===== config.mk =====
export PLATFORM = sky130hd
export DESIGN_NAME = ins_ram_loader
export DESIGN_NICKNAME = d
export VERILOG_FILES = /design/src/rtl/details.sv /design/src/rtl/ins_ram_loader.sv
export SDC_FILE = /design/constraint.sdc
export NUM_CORES = 1
export LEC_CHECK = 0
export CAP_MARGIN = 10
export CORE_UTILIZATION = 52
export CTS_BUF_LIST = sky130_fd_sc_hd__clkbuf_4 sky130_fd_sc_hd__clkbuf_8 sky130_fd_sc_hd__clkbuf_16
export CTS_CLUSTER_DIAMETER = 40
export DETAILED_ROUTE_END_ITERATION = 8
export PLACE_DENSITY = 0.83
export SYNTH_ARGS = -nofsm -noshare
export SYNTH_HDL_FRONTEND = slang
export SYNTH_SLANG_ARGS = --single-unit

===== constraint.sdc =====
create_clock -name clk -period 3.45 [get_ports clk]
set_input_delay 0.5175 -clock clk [delete_from_list [all_inputs] [get_ports clk]]
set_output_delay 0.5175 -clock clk [all_outputs]
set_load 0.05 [all_outputs]

===== src/rtl/details.sv =====
// Shared types for the core-programming front end: loader FSM states and
// the descriptor of a loaded memory image.
package details;

    typedef enum logic [2:0] {
        S_IDLE,
        S_LEN,
        S_DATA,
        S_CSUM,
        S_VERIFY,
        S_DONE
    } loader_state_t;

    // Length (up to DEPTH words, hence the extra bit) and checksum of an image.
    typedef struct packed {
        logic [8:0] len;
        logic [7:0] sum;
    } mem_init_t;

endpackage


===== src/rtl/ins_ram_loader.sv =====
// Stream-to-RAM loader: takes a length byte, N words and a checksum byte,
// writes the words into RAM, then reads the image back to confirm it.
module ins_ram_loader
    import details::*;
#(
    parameter int WIDTH      = 8,
    parameter int DEPTH      = 256,
    parameter int ADDR_WIDTH = $clog2(DEPTH)
) (
    input  logic                  clk,
    input  logic                  rstN,
    input  logic                  start,
    input  logic [WIDTH-1:0]      byteIn,
    input  logic                  byteValid,
    output logic                  byteReady,
    output logic                  wrEn,
    output logic [ADDR_WIDTH-1:0] addr,
    output logic [WIDTH-1:0]      dataOut,
    input  logic [WIDTH-1:0]      dataIn,
    output logic                  busy,
    output logic                  done,
    output logic                  error,
    output logic [WIDTH-1:0]      checksum
);

    localparam int CW = ADDR_WIDTH + 1;

    loader_state_t   state, state_nxt;
    logic [CW-1:0]    len, wr_cnt, rd_cnt, wr_cnt_inc, rd_cnt_inc;
    logic [WIDTH-1:0] wr_sum, rd_sum, exp_sum, rd_sum_nxt;
    logic             fire, len_zero, len_over, verify_last;

    always_comb begin
        byteReady   = (state == S_LEN) || (state == S_DATA) || (state == S_CSUM);
        busy        = !((state == S_IDLE) || (state == S_DONE));
        done        = (state == S_DONE);
        fire        = byteValid && byteReady;
        wr_cnt_inc  = wr_cnt + CW'(1);
        rd_cnt_inc  = rd_cnt + CW'(1);
        len_zero    = (byteIn == '0);
        len_over    = 32'(byteIn) > 32'(DEPTH);
        verify_last = (rd_cnt == len);
        // Read data trails the address by one cycle, so VERIFY cycle 0 has no sample.
        rd_sum_nxt  = (rd_cnt != '0) ? rd_sum + dataIn : rd_sum;

        state_nxt = state;
        case (state)
            S_IDLE, S_DONE: if (start) state_nxt = S_LEN;
            S_LEN: begin
                if (fire) begin
                    if (len_over)      state_nxt = S_DONE;
                    else if (len_zero) state_nxt = S_CSUM;
                    else               state_nxt = S_DATA;
                end
            end
            S_DATA:   if (fire && (wr_cnt_inc == len)) state_nxt = S_CSUM;
            S_CSUM:   if (fire) state_nxt = S_VERIFY;
            S_VERIFY: if (verify_last) state_nxt = S_DONE;
            default:  state_nxt = S_IDLE;
        endcase
    end

    always_ff @(posedge clk or negedge rstN) begin
        if (!rstN) state <= S_IDLE;
        else       state <= state_nxt;
    end

    always_ff @(posedge clk or negedge rstN) begin
        if (!rstN) begin
            len      <= '0;
            wr_cnt   <= '0;
            rd_cnt   <= '0;
            wr_sum   <= '0;
            rd_sum   <= '0;
            exp_sum  <= '0;
            wrEn     <= 1'b0;
            addr     <= '0;
            dataOut  <= '0;
            error    <= 1'b0;
            checksum <= '0;
        end else begin
            wrEn <= 1'b0;
            case (state)
                S_IDLE, S_DONE: begin
                    if (start) begin
                        wr_cnt <= '0;
                        rd_cnt <= '0;
                        wr_sum <= '0;
                        rd_sum <= '0;
                        error  <= 1'b0;
                    end
                end
                S_LEN: begin
                    if (fire) begin
                        len <= CW'(byteIn);
                        if (len_over) error <= 1'b1;
                    end
                end
                S_DATA: begin
                    if (fire) begin
                        wrEn    <= 1'b1;
                        addr    <= wr_cnt[ADDR_WIDTH-1:0];
                        dataOut <= byteIn;
                        wr_sum  <= wr_sum + byteIn;
                        wr_cnt  <= wr_cnt_inc;
                    end
                end
                S_CSUM: begin
                    if (fire) begin
                        exp_sum <= byteIn;
                        rd_cnt  <= '0;
                        addr    <= '0;
                    end
                end
                S_VERIFY: begin
                    rd_sum <= rd_sum_nxt;
                    rd_cnt <= rd_cnt_inc;
                    if (rd_cnt_inc < len) addr <= rd_cnt_inc[ADDR_WIDTH-1:0];
                    if (verify_last) begin
                        error    <= (rd_sum_nxt != exp_sum) || (wr_sum != exp_sum);
                        checksum <= rd_sum_nxt;
                    end
                end
                default: ;
            endcase
        end
    end

endmodule


=== Word level (Yosys, flattened, before mapping) ===
Index checks and enable logic that the tools add are counted.

* Flip-flop bits (word level): 79
* Input port bits: 20
* Output and inout bits: 29
* Word-level logic and storage cells: 84

* $add $sub $neg: 4
* $lt $le $gt $ge: 1
* Equal/unequal tests: 16
* Multiplexer cells: 26
* Reductions and logical operators: 25

{| class="wikitable"
|+ Operators by type and width
! kind !! count
|-
| 8-bit 2-to-1 mux || 6
|-
| 8-bit case mux with 2 select lines || 2
|-
| 9-bit 2-to-1 mux || 3
|-
| 9-bit case mux with 3 select lines || 1
|-
| 8-bit case mux with 3 select lines || 1
|-
| 9-bit by 1-bit adder with 9-bit output (second input constant) || 2
|-
| 9-bit by 8-bit equality test with 1-bit output || 2
|-
| 9-bit case mux with 2 select lines || 1
|-
| 8-bit adder || 2
|-
| 8-bit != test || 2
|-
| 3-bit 2-to-1 mux || 5
|-
| 3-bit case mux with 5 select lines || 1
|-
| 2-bit != test (second input constant) || 6
|-
| 2-bit AND reduction || 5
|-
| 9-bit by 8-bit less-than comparator with 1-bit output || 1
|-
| 3-bit AND reduction || 3
|-
| 9-bit nonzero test || 1
|-
| 8-bit zero test || 1
|-
| 3-bit by 2-bit equality test with 1-bit output (second input constant) || 2
|-
| 3-bit equality test (second input constant) || 2
|-
| 3-bit nonzero test || 2
|-
| 1-bit 2-to-1 mux || 5
|-
| 5-bit AND reduction || 1
|-
| 1-bit logical OR || 4
|-
| 9 further kinds || 11
|}

=== Depth between registers and ports, before layout ===
* Depth after elaboration: 7
* Depth in mapped cells: 10

=== Worst setup path before layout ===
No wires, ideal clock.

* Path type: register to register
* From: reg rd_cnt[0]
* To: reg addr[0]
* Library setup time: 125 ps
* Data arrival time: 2355 ps
* Path slack: 970 ps
* Cell stages (with the launch flop): 11
* Cells stage by stage: dfrtp_1 -> inv_1 -> ha_1 -> ha_1 -> nor2b_1 -> o21a_1 -> o21a_1 -> o21a_1 -> o21ai_0 -> a21oi_4 -> mux2_4

* Cells in the longest elaborated chain, start to end: 4
* Elaborated cells on any way between the ends: 6
* Classes of those cells: 1 x add/sub; 1 x order compare; 1 x eq/ne; 2 x mux; 1 x reduce/logical

{| class="wikitable"
|+ RTL lines
! what !! RTL line !! text
|-
| from (decl) || ins_ram_loader.sv:29 || <nowiki>logic [CW-1:0] len, wr_cnt, rd_cnt, wr_cnt_inc, rd_cnt_inc;</nowiki>
|-
| from (signal assigned) || ins_ram_loader.sv:117 || <nowiki>rd_cnt <= rd_cnt_inc;</nowiki>
|-
| 9-bit by 1-bit adder with 9-bit output * || ins_ram_loader.sv:39 || <nowiki>rd_cnt_inc = rd_cnt + CW'(1);</nowiki>
|-
| 9-bit by 8-bit less-than comparator with 1-bit output || ins_ram_loader.sv:118 || <nowiki>if (rd_cnt_inc < len) addr <= rd_cnt_inc[ADDR_WIDTH-1:0];</nowiki>
|-
| 2-bit != test (no source line) || n/a ||
|-
| 4-bit AND reduction (no source line) || n/a ||
|-
| to (signal assigned) || ins_ram_loader.sv:102 || <nowiki>addr <= wr_cnt[ADDR_WIDTH-1:0];</nowiki>
|-
| to (signal assigned) || ins_ram_loader.sv:118 ||
|-
| to (decl) || ins_ram_loader.sv:17 || <nowiki>output logic [ADDR_WIDTH-1:0] addr,</nowiki>
|}

Mark *: on every way between the ends. The rest lies on a longest branch, timed or not. The select of a mux whose other input is x is not followed.
A chain may end at the register's enable or synchronous reset.

=== Worst setup path in the final report ===
* From: reg rd_cnt[0]
* To: reg addr[2]

The elaborated chain is that of the path after synthesis.

==> flow_summary_export.csv <==
group,metric,value,unit
global_route,antenna_found_initial,0,
synth,yosysMostFrequentCell,"dfrtp_1",
synth,synth_xor_area_share,9.81,%
detailed_routing,vias,3949,
floorplan,fp.coreArea,9200,um^2
pwr,powerDensity,779,nW/um^2
pwr,seqPwrFrac,34.8,%
floorplan,std_cell_rows,35,
pwr,combPwrFrac,50.7,%
pwr,internal_power,0.00241,W
critical_path,crit_buf_inv,1,
cells_and_area,postLayoutCellArea,5600,um^2
clock_tree,postCtsResizedCells,0,
synth,ys_seq_area_share,40.3,%
pwr,p_switching,0.00195,W
clock_tree,cts_root_buf,"clkbuf_8",
cells_and_area,diodes,0,
outcome,status,"finished clean",
sta,fmax,353,MHz
critical_path,slowest_delay,510,ps
detailed_routing,vias_per_cell,5.96,
critical_path,worstPathRequired,3700,ps
critical_path,crit_chain,"inv_1 -> ha_1 -> ha_1 -> nor2b_1 -> o21a_1 -> o21a_1 -> o21a_1 -> o21ai_0 -> a21oi_4 -> mux2_4",
pwr,leakagePower,2.63,nW
floorplan,initial_core_util,53.4,%
cells_and_area,fin_util,60.9,%
synth,synth_adder_area_share,7.18,%
cells_and_area,fin_nets,596,
synth,syn-num-nets,557,
floorplan,dieWidth,99.2,um
cells_and_area,drive_above_1_share,9.60,%
synth,synth_top_family_by_area,"simple AND/OR/NAND/NOR gates",
synth,syn_inst,510,
sta,slew_headroom,33.7,%
sta,hold_viol_final,0,
placement,io_buffers,48,
global_route,gr-total-overflow,0,
floorplan,ioPinCount,49,
floorplan,die_area,9840,um^2
synth,ys_types,62,
flow_run,cap_violations,0,
placement,gp_congestion,0.909,
clock_tree,clock_path_buffers,2,
placement,place_area,5420,um^2
synth,syn_area,4910,um^2
cells_and_area,syn2layout_area_growth,14.0,%
critical_path,critical_path_class,"flip-flop to flip-flop",
synth,synth-compound-area-share,15.9,%
synth,muxShareOfSynthArea,5.58,%
critical_path,cp-startpoint,"rd_cnt[0]",
clock_tree,post_cts_buffers,0,
global_route,grt_pass1_wl,19200,um
critical_path,worstPathArrival,3080,ps
detailed_routing,avgRoutedWirePerCell,17.2,um
pwr,ir_worst_vdd,0.607,mV
global_route,grt_usage,25.2,%
sta,finalCritPeriodShare,82.2,%
detailed_routing,drt-total-wl,11400,um
sta,finClkSkew,2.06,ps
synth,synthTopCellsByArea,"dfrtp_1 (40%), ha_1 (6.4%), xor2_1 (5.5%), nand2_1 (5.1%), xnor2_1 (4.3%)",
placement,hpwlAfterDp,8240,um
clock_tree,cts_tree,"yes",
sta,period_minus_slack,2840,ps
pwr,switching_share,44.8,%
critical_path,critPathLaunchType,"flip-flop",
detailed_routing,drt_iter0_markers,251,
synth,synth_edf_count,0,
detailed_routing,drc_errors,0,
sta,rsz0062_at_grt,"false",
synth,postSynth.asyncResetShare,100,%
pwr,pwr-share-clk,14.4,%
synth,ys_warn_count,0,
sta,worstMarginPinSlew,995,ps
synth,ys_ff_latch,79,
synth,synthDominantCellAreaShare,40.3,%
critical_path,r2r_start,"rd_cnt[0]",
clock_tree,clkLatencyLatePin,360,ps
synth,synthSimpleGateAreaFrac,17.2,%
clock_tree,ctsHoldBuffers,0,
critical_path,cp_max_fo,8,
synth,yosysTopAreaCell,"dfrtp_1",
clock_tree,clk_pin_slew,70,ps
global_route,grt_max_degree,80,
clock_tree,h-tree-depth,3,
critical_path,crit_path_end_kind,"flip-flop",
clock_tree,cts_sinks,79,
sta,drv_slew,0,
floorplan,dieHeight,99.2,um
global_route,grt_pass1_vias,3835,
synth,syn_avg_cell_area,9.63,um^2
min_path,worst_hold_path_type,"input port to async pin",
synth,synthTopCellsByCount,"dfrtp_1 (79), nand2_1 (67), nor2_1 (38), o21ai_0 (38), xor2_1 (31)",
detailed_routing,drt_first_pass_iters,7,
sta,setup-tns-final,0,ps
clock_tree,cts_buffers,9,
critical_path,crit_slowest_cell,"dfrtp_1",
synth,yosys_most_used_dff,"dfrtp_1",
critical_path,crit_family,"compound AO/OA/AOI/OAI gates",
sta,setup_violations,0,
detailed_routing,detail-route-antenna-nets,0,
critical_path,crit_path_frequent_cell,"o21a_1",
[layout make-up]
cell class | count | area [um^2]
clock buffers | 13 | 166
clock inverters | 1 | 5.00
fillers | 766 | 3600
inverters | 19 | 71.3
multi-input cells | 389 | 2740
flip-flops and latches | 79 | 1980
well taps | 111 | 139
repair buffers | 51 | 500
[sequential cells by signal, indices dropped and copies added, names as in the netlist]
register and cells:
wr_sum 8, dataOut 8, exp_sum 8, wr_cnt 9
error 1, checksum 8, addr 8, len 8
rd_cnt 9, rd_sum 8, state 3, wrEn 1
[logic make-up (layout without fill, tap and decap cells)]
family	Yosys count	count (layout)
buffers and inverters	42	84
muxes	23	23
adders and majority gates	27	27
DFF	79	79
xor gates and xnor gates	55	55
AOI/OAI and AO/OA	115	115
and+or+nand+nor	169	169
[cells in the final DEF (no fill, tap or decap), drive strengths merged, types with 4 or more instances in the layout]
master	Yosys	final
dfrtp	79	79
nand2	68	68
clkdlybuf4s50	0	47
o21ai	41	41
nor2	40	40
xor2	31	31
ha	25	25
xnor2	24	24
inv	19	19
a21oi	18	18
mux2	17	17
a22o	16	16
clkbuf	10	13
a21o	12	12
nor3	11	11
nand3	10	10
and2	8	8
nor4	8	8
nor2b	6	6
mux2i	6	6
and3	5	5
o21a	5	5
nand4	4	4
a31oi	4	4
buf	13	4
o31ai	4	4
[per-layer routing]
| metal | routed length [um] | track usage, % |
|---|---|---|
| met1 | 5170 | 34.7 |
| met2 | 5340 | 38.5 |
| met3 | 663 | 5.69 |
| met4 | 262 | 11.2 |
| met5 | 0 | 0 |
[worst register-to-register path: cells and delay by family (launching register included)]
family	cells	cell delay, ps
and+or+nand+nor	1	130
muxes	1	340
adders and majority gates	2	660
buffers and inverters	1	90
DFF	1	510
AOI/OAI and AO/OA	5	1010
[power groups by stage]
stage	registers [W]	clock network, W	logic, W
3_5_place_dp	0.00153	0	0.00219
5_1_grt	0.00156	0.000685	0.00242
2_1_floorplan	0.00171	0	0.00142
6_report	0.00152	0.000630	0.00221
3_3_place_gp	0.00151	0	0.00212
4_1_cts	0.00151	0.000642	0.00221
[path summary, 6_finish.rpt]
path	end	slack (ps)	cells past startpoint
min in group clk	dataOut[6]	490	2
worst min-delay path	rd_cnt[1]	320	1
worst max-delay path	addr[2]	610	10
worst min register to register	dataOut[6]	490	2
max in group asynchronous	checksum[6]	2490	1
worst max register to register	addr[2]	610	10
[metrics by stage]
stage	power (W)	hold slack (ps)	cells	worst slack [ps]
finish	0.00436	321	663	615
global route	0.00466	406	663	462
CTS	0.00436	360	663	659
detailed placement	0.00372	471	649	455
global placement	0.00363	462	649	497
floorplan	0.00313	222	510	970
No activity file was read; power rests on OpenSTA's default activity.
